===== config.mk =====
export PLATFORM = sky130hd
export DESIGN_NAME = sprite_arbiter
export DESIGN_NICKNAME = d
export VERILOG_FILES = /design/src/rtl/sprite_arbiter.sv
export SDC_FILE = /design/constraint.sdc
export NUM_CORES = 1
export LEC_CHECK = 0
export ABC_AREA = 1
export BUFFER_PORTS_ARGS = -buffer_cell sky130_fd_sc_hd__buf_2
export CELL_PAD_IN_SITES_DETAIL_PLACEMENT = 1
export CELL_PAD_IN_SITES_GLOBAL_PLACEMENT = 1
export CORE_UTILIZATION = 39
export DETAILED_ROUTE_END_ITERATION = 12
export PLACE_DENSITY = 0.75
export SLEW_MARGIN = 10
export SYNTH_ARGS = -nofsm -noshare
export SYNTH_HDL_FRONTEND = slang
export SYNTH_SLANG_ARGS = --single-unit

===== constraint.sdc =====
create_clock -name vga_clk -period 7.9 [get_ports vga_clk]
set_input_delay 1.58 -clock vga_clk [delete_from_list [all_inputs] [get_ports vga_clk]]
set_output_delay 1.58 -clock vga_clk [all_outputs]
set_load 0.02 [all_outputs]

===== src/rtl/sprite_arbiter.sv =====
`default_nettype none
// ============================================================================
// Module   : sprite_arbiter
// Purpose  : Per-pixel priority arbiter that shares one sprite ROM across
//            N_SPRITES on-screen objects, with shadowed per-frame positions.
// Revision : 1.0  initial release
// ============================================================================
module sprite_arbiter #(
    parameter int             N_SPRITES  = 4,
    parameter int             SPR_W      = 50,
    parameter int             SPR_H      = 40,
    parameter int             ADDR_W     = 13,
    parameter logic [7:0]     TRANSP_IDX = 8'h00,
    localparam int            SLOT_W     = (N_SPRITES > 1) ? $clog2(N_SPRITES) : 1
) (
    input  logic                          vga_clk,
    input  logic                          reset_n,
    input  logic                          frame_start,
    input  logic [N_SPRITES-1:0]          obj_valid,
    input  logic [10*N_SPRITES-1:0]       obj_x,
    input  logic [10*N_SPRITES-1:0]       obj_y,
    input  logic [ADDR_W*N_SPRITES-1:0]   obj_base,
    input  logic [9:0]                    DrawX,
    input  logic [9:0]                    DrawY,
    input  logic                          blank,
    output logic [ADDR_W-1:0]             rom_address,
    input  logic [7:0]                    rom_q,
    output logic [7:0]                    pix_index,
    output logic                          pix_valid,
    output logic [SLOT_W-1:0]             pix_slot,
    output logic [7:0]                    overlap_cnt
);

    typedef enum logic [0:0] {
        WAIT_FRAME = 1'b0,
        RUN        = 1'b1
    } state_t;

    state_t                         r_state;
    state_t                         w_state_nxt;
    logic                           w_active;

    logic [N_SPRITES-1:0]           r_sv;
    logic [10*N_SPRITES-1:0]        r_sx;
    logic [10*N_SPRITES-1:0]        r_sy;
    logic [ADDR_W*N_SPRITES-1:0]    r_sbase;

    logic [N_SPRITES-1:0]           w_hit;
    logic                           w_hit_any;
    logic                           w_multi;
    logic [SLOT_W-1:0]              w_win;
    logic [9:0]                     w_wx;
    logic [9:0]                     w_wy;
    logic [ADDR_W-1:0]              w_wbase;
    logic [10:0]                    w_offx;
    logic [10:0]                    w_offy;
    logic [ADDR_W-1:0]              w_addr;

    logic                           r_hit;
    logic [SLOT_W-1:0]              r_slot;
    logic [7:0]                     r_ovl_cnt;

    always_ff @(posedge vga_clk or negedge reset_n) begin
        if (!reset_n) begin
            r_state <= WAIT_FRAME;
        end else begin
            r_state <= w_state_nxt;
        end
    end

    always_comb begin
        w_state_nxt = r_state;
        w_active    = 1'b0;
        case (r_state)
            WAIT_FRAME: begin
                if (frame_start) begin
                    w_state_nxt = RUN;
                end
            end
            RUN: begin
                w_active = 1'b1;
            end
            default: begin
                w_state_nxt = WAIT_FRAME;
            end
        endcase
    end

    // Shadows are the only copy the pixel path sees, so game logic can write
    // obj_* at any time without tearing the current frame.
    always_ff @(posedge vga_clk or negedge reset_n) begin
        if (!reset_n) begin
            r_sv    <= '0;
            r_sx    <= '0;
            r_sy    <= '0;
            r_sbase <= '0;
        end else if (frame_start) begin
            r_sv    <= obj_valid;
            r_sx    <= obj_x;
            r_sy    <= obj_y;
            r_sbase <= obj_base;
        end
    end

    // 11-bit compares keep x+SPR_W from wrapping past the screen edge.
    for (genvar gi = 0; gi < N_SPRITES; gi++) begin : g_hit
        logic [10:0] w_x0;
        logic [10:0] w_y0;
        logic [10:0] w_px;
        logic [10:0] w_py;
        assign w_x0 = {1'b0, r_sx[10*gi +: 10]};
        assign w_y0 = {1'b0, r_sy[10*gi +: 10]};
        assign w_px = {1'b0, DrawX};
        assign w_py = {1'b0, DrawY};
        assign w_hit[gi] = w_active && r_sv[gi] && blank &&
                           (w_px >= w_x0) && (w_px < w_x0 + 11'(SPR_W)) &&
                           (w_py >= w_y0) && (w_py < w_y0 + 11'(SPR_H));
    end

    always_comb begin
        w_win = '0;
        for (int i = N_SPRITES - 1; i >= 0; i--) begin
            if (w_hit[i]) begin
                w_win = SLOT_W'(i);
            end
        end
    end

    assign w_hit_any = |w_hit;
    assign w_multi   = (w_hit & (w_hit - 1'b1)) != '0;

    assign w_wx    = r_sx[10*w_win +: 10];
    assign w_wy    = r_sy[10*w_win +: 10];
    assign w_wbase = r_sbase[ADDR_W*w_win +: ADDR_W];
    assign w_offx  = {1'b0, DrawX} - {1'b0, w_wx};
    assign w_offy  = {1'b0, DrawY} - {1'b0, w_wy};
    assign w_addr  = w_wbase + ADDR_W'(w_offy * SPR_W) + ADDR_W'(w_offx);

    always_ff @(posedge vga_clk or negedge reset_n) begin
        if (!reset_n) begin
            rom_address <= '0;
            r_hit       <= 1'b0;
            r_slot      <= '0;
            pix_index   <= 8'h00;
            pix_valid   <= 1'b0;
            pix_slot    <= '0;
        end else begin
            r_hit  <= w_hit_any;
            r_slot <= w_hit_any ? w_win : '0;
            if (w_hit_any) begin
                rom_address <= w_addr;
            end
            pix_index <= r_hit ? rom_q : 8'h00;
            pix_valid <= r_hit && (rom_q != TRANSP_IDX);
            pix_slot  <= r_hit ? r_slot : '0;
        end
    end

    // An overlap seen in the frame_start cycle seeds the new frame's count.
    always_ff @(posedge vga_clk or negedge reset_n) begin
        if (!reset_n) begin
            r_ovl_cnt   <= 8'h00;
            overlap_cnt <= 8'h00;
        end else if (frame_start) begin
            overlap_cnt <= r_ovl_cnt;
            r_ovl_cnt   <= w_multi ? 8'h01 : 8'h00;
        end else if (w_multi && (r_ovl_cnt != 8'hFF)) begin
            r_ovl_cnt <= r_ovl_cnt + 8'h01;
        end
    end

endmodule
`default_nettype wire


* After elaboration in Yosys (flattened, before gate mapping)
Cells that the tools add are included.
Operators by class: eq/ne operators 1, divide/modulo/power cells 0, $lt $le $gt $ge 16, multipliers 3, bitwise logic cells 1, reduce and logical (&&, ||, !) cells 30, muxes and demuxes 13, add/subtract/negate cells 14, shift-type cells 3
Operators with widths (count):
- adder 10 x 6 -> 11 bit, second input constant | 8
- less-than comparator 10 x 11 -> 1 bit | 8
- greater-or-equal comparator 10 bit | 8
- variable part select 40 x 7 -> 10 bit | 2
- variable part select 52 x 7 -> 13 bit | 1
- logical AND 1 bit | 26
- 2-to-1 mux 8 bit | 3
- subtractor 10 x 10 -> 11 bit | 2
- adder 13 x 11 -> 13 bit | 1
- adder 13 bit | 1
- multiplier 11 x 5 -> 12 bit, second input constant | 1
- 2-to-1 mux 2 bit | 6
- adder 8 x 1 -> 8 bit, second input constant | 1
- != test 8 bit, second input constant | 1
- nonzero test 8 bit | 1
- multiplier 4 x 2 -> 6 bit, first input constant | 1
- multiplier 3 x 2 -> 5 bit, first input constant | 1
- bitwise AND 4 bit | 1
- 2-to-1 mux 1 bit | 4
- nonzero test 4 bit | 1
- OR reduction 4 bit | 1
- subtractor 4 x 1 -> 4 bit, second input constant | 1
- nonzero test 2 bit | 1
Word-level totals: bits of input ports 168, memories 0, word-level logic and storage cells 94, memory bits (read-only) 0, register bits 180, bits in latches 0, bits in writable memories 0

* Logic depth before layout (Yosys ltp)
word-level depth 17, mapped depth 56

* Worst setup path after synthesis
OpenSTA, ideal clock, no wires.
kind input port to flip-flop, from input DrawX[6], to register rom_address[12], setup time 0.118 ns, setup slack -0.229 ns, stages 47, data arrival time 8.011 ns, path through ha_1 > a21o_1 > nor2_1 > nand2_1 > nand2_1 > nand2_1 > a21oi_1 > nand4_1 > nand2_2 > nand2_4 > buf_2 > a21oi_1 > o21ai_1 > o21ai_1 > ha_1 > inv_1 > fa_1 > nand2_1 > (+11 left out) > inv_1 > a31oi_1 > nor2_1 > o21ai_0 > nand2_1 > xor2_1 > ha_1 > ha_1 > inv_1 > nor3_1 > nand2_1 > nand3_1 > a31oi_1 > nand3b_1 > nand2_1 > nand3_1 > nand3_1 > nand2_1
On the way: cells in the longest elaborated chain, start to end 15, elaborated cells between the ends (all ways) 39, those cells by class add/sub (4); mul (3); order compare (8); shift (3); mux (4); reduce/logical (17)
RTL lines:
- start, declared | line 23 | input logic [9:0] DrawX,
- greater-or-equal comparator 10 bit | line 116 | (w_px >= w_x0) && (w_px < w_x0 + 11'(SPR_W)) &&
- logical AND 1 bit | line 115 | assign w_hit[gi] = w_active && r_sv[gi] && blank &&
- logical AND 1 bit (2 in series) | line 116
- logical AND 1 bit | line 117 | (w_py >= w_y0) && (w_py < w_y0 + 11'(SPR_H));
- 2-to-1 mux 2 bit (4 in series) | line 123 | if (w_hit[i]) begin
- multiplier 3 x 2 -> 5 bit | line 132, 133
- variable part select 40 x 7 -> 10 bit | line 133 | assign w_wy = r_sy[10*w_win +: 10];
- subtractor 10 x 10 -> 11 bit | line 136 | assign w_offy = {1'b0, DrawY} - {1'b0, w_wy};
- multiplier 11 x 5 -> 12 bit | line 137 | assign w_addr = w_wbase + ADDR_W'(w_offy * SPR_W) + ADDR_W'(w_offx);
- adder 13 bit | line 137
- adder 13 x 11 -> 13 bit | line 137
- end signal, assigned | line 151 | rom_address <= w_addr;
- end, declared | line 26 | output logic [ADDR_W-1:0] rom_address,
Several ways; a longest one is shown, not always the timed one. A chain may end at the register's enable or synchronous reset.

* Worst setup path after layout
from input DrawX[8], to register rom_address[12]
The elaborated chain is that of the path after synthesis.

==> flow_metrics.py <==
metrics = {
    "status": {
        "outcome": "finished, violations left",
        "violations": "setup timing",
    },
    "critical_path": {
        "worst_setup_path_start_kind": "input port",
        "critPathMaxStageDelay_ns": 0.57,
        "cp_top_family": "adder cells",
        "rr_worst_depth": 49,
        "endpoint_kind": "register",
        "cp_slowest_cell": "fa_1",
        "required_ns": 8.26,
        "cp_data_arrival_time_ns": 8.44,
        "crit_buf_inv": 12,
        "regToRegStartpoint": "r_sx[11]",
        "rrSetupSlack_ns": -0.04,
        "cp_num_cells": 45,
        "rr_endpoint": "rom_address[12]",
        "cp_max_fo": 8,
        "crit_type": "input port to register",
        "crit_top_cell": "inv_2",
    },
    "logic_synthesis": {
        "yosysSeqAreaShare_pct": 31.0,
        "yosysUniqueCellTypes": 46,
        "synth_edf_count": 0,
        "synth_warnings": 0,
        "ys.flop_type": "dfrtp_1",
        "syn_nets": 2297,
        "synth.avg_cell_area_um2": 7.63,
        "ys_seq_elements": 180,
        "yosys.area.top_type": "dfrtp_1",
        "netlist_area_mm2": 0.0145,
        "yosysTopAreaCellShare_pct": 31.0,
        "async_flop_share_pct": 100,
        "netlist_instances": 1901,
        "synth_area_leaders": "dfrtp_1 31%, ha_1 18%, nand2_1 14%",
    },
    "min_path": {
        "min-delay-start": "r_slot[0]",
        "hold_path.class": "register to register",
        "min_to": "pix_slot[0]",
        "hold_depth": 2,
    },
    "detailed_routing": {
        "drcViolationCount": 0,
        "vias": 13900,
        "ant_nets": 0,
        "dr.pass1.iters": 6,
        "wl_per_cell_um": 18.7,
        "drtIter0Drc": 521,
        "wl_um": 50000,
        "vias_per_cell": 5.21,
    },
    "sta": {
        "rsz0062_at_grt": "yes",
        "final-hold-violation-count": 0,
        "period_share_pct": 102,
        "period_needed_ns": 8.08,
        "finalMaxSlewViolations": 0,
        "setup_viol_count_final": 1,
        "worst_slack_ns": -0.181,
        "fmax_mhz": 124,
        "worst_pin_slew_ns": 1.06,
        "max_slew_margin_pct": 29.2,
        "worst_clock_skew_ns": 0.0151,
        "setup_tns_ns": -0.181,
    },
    "layout": {
        "num-nets-final": 2582,
        "area_growth_pct": 24.8,
        "layout-drive-gt1-share_pct": 22.4,
    },
    "placement": {
        "detailed_place_hpwl_um": 38300,
        "port_buffers": 199,
        "dp_slack_ns": -0.850,
        "gp_congestion": 0.899,
    },
    "die": {
        "die_w_um": 195,
        "io-pin-count": 200,
        "fp.dieH_um": 195,
        "start_util_pct": 39.6,
        "core_mm2": 0.0366,
        "design.die.area_mm2": 0.0380,
        "rows": 70,
    },
    "clocking": {
        "cts_tree": "built",
        "clk_latency_ns": 0.47,
        "clockRootBuffer": "clkbuf_16",
        "cts_sinks": 180,
        "cts_buffer_depth": 2,
        "path_clk_slew_ns": 0.08,
        "h-tree-depth": 4,
        "cts_inserted_buffers": 17,
    },
    "power": {
        "leakagePower_nw": 9.52,
        "ir_drop_mv": 0.724,
        "power.density_mw_per_mm2": 436,
    },
    "run": {
        "drv_cap": 0,
    },
    "global_route": {
        "grt_pass1_vias": 14800,
        "grt_pass1_wl_um": 78900,
        "grt_antenna_before_repair": 4,
        "grt_max_degree": 111,
        "grt_usage_pct": 26.6,
        "grt_overflow": 0,
    },
}
-- cells in the final DEF, fill, tap and decap left out, types with 17 or more instances in the layout --
cell / instances
nand2_1: 531
inv_1: 229
ha_1: 180
buf_2: 180
dfrtp_1: 180
o21ai_0: 149
buf_4: 124
a21oi_1: 109
nor2_1: 71
xor2_1: 58
nand3_1: 51
o21ai_1: 37
ha_4: 27
nand4_1: 20
nand2_2: 19
a21oi_2: 19
xnor2_1: 18
fa_1: 18
clkbuf_16: 17
-- flip-flops by register name (all words and copies together), names as in the netlist --
signal and count:
r_sbase 52, overlap_cnt 8, r_slot 2, r_hit 1, rom_address 13, pix_slot 2, r_state 1, r_sv 4
r_sx 40, r_ovl_cnt 8, r_sy 40, pix_index 8, pix_valid 1
-- final cells by class --
cell class | count | area, µm²
Antenna cell | 1 | 2.50
Multi-Input combinational cell | 1421 | 9430
Tap cell | 468 | 586
Clock inverter | 14 | 184
Timing Repair Buffer | 321 | 2050
Clock buffer | 18 | 429
Fill cell | 4550 | 18500
Sequential cell | 180 | 4500
Inverter | 245 | 926
-- metal layers --
layer / part of all wire [%] / global-route usage (%) / up-vias
met1: 45 / 33.8 / 6758
met3: 4.0 / 4.65 / 100
met2: 48 / 45.1 / 286
li1: - / - / 6739
met5: 0.096 / 0 / -
met4: 3.2 / 9.30 / 6
-- Yosys cell counts, types with 11 or more instances --
master	count
inv_1	239
o21ai_1	34
fa_1	19
nand4_1	20
nand2_1	546
a21oi_2	11
nor3_1	11
clkbuf_1	32
o21ai_0	154
dfrtp_1	180
nand3_1	58
a22oi_2	11
xnor2_1	19
a21oi_1	119
xor2_1	62
ha_1	209
nor2_1	85
-- how the worst max path moves through the flow --
stage | start | to | slack [ns]
after detailed placement | DrawX[9] | rom_address[12] | -0.85
after floorplan | DrawX[0] | rom_address[12] | 0.02
after CTS | DrawY[0] | rom_address[12] | -0.02
after global routing | DrawX[8] | rom_address[12] | -0.58
after global placement | DrawY[8] | rom_address[12] | -0.66
final | DrawX[8] | rom_address[12] | -0.18
-- repair_timing --
| item | 4_1_cts | 5_1_grt |
|---|---|---|
| cloned | 0 | 0 |
| hold buffers | 0 | 0 |
| buffers inserted | 14 | 8 |
| endpoints found under the setup margin | 4 | 5 |
| endpoints found under the hold margin | 0 | 0 |
| pin swaps | 54 | 40 |
| gates resized for setup | 77 | 62 |
-- kinds of logic after synthesis --
group | share of synthesized area [%]
compound gates | 13.9
xor+xnor | 4.89
fa+ha+maj | 20.6
buf+inv | 8.37
flops | 31.0
simple gates | 21.2
-- stage by stage --
| stage | hold WS [ns] | util, % | std cells | cell area, µm² | power [mW] |
|---|---|---|---|---|---|
| 2_1_floorplan | 0.413 | - | 1901 | 14600 | 4.01 |
| 5_1_grt | 0.448 | 49.5 | 2667 | 18100 | 8.57 |
| 3_3_place_gp | 0.425 | 45.5 | 2614 | 16700 | 5.62 |
| 3_5_place_dp | 0.426 | 45.5 | 2614 | 16700 | 5.83 |
| 6_report | 0.442 | 49.5 | 2668 | 18100 | 7.90 |
| 4_1_cts | 0.444 | 48.6 | 2660 | 17800 | 7.23 |
-- worst register-to-register path, delay by kind of cell, from the launching register on --
family	cells	cell delay (ns)
AO/OA/AOI/OAI	11	1.40
XOR/XNOR	3	0.72
adder cells (fa/ha/maj)	10	3.21
buffers and inverters	9	0.59
flip-flops	1	0.42
AND/OR/NAND/NOR	16	1.52
-- power by group --
group | switching [mW] | internal, mW
clock network | 0.461 | 0.458
registers | 0.0728 | 1.02
logic | 3.07 | 2.82
total | 3.60 | 4.30
Power figures use the tool's default switching activity.
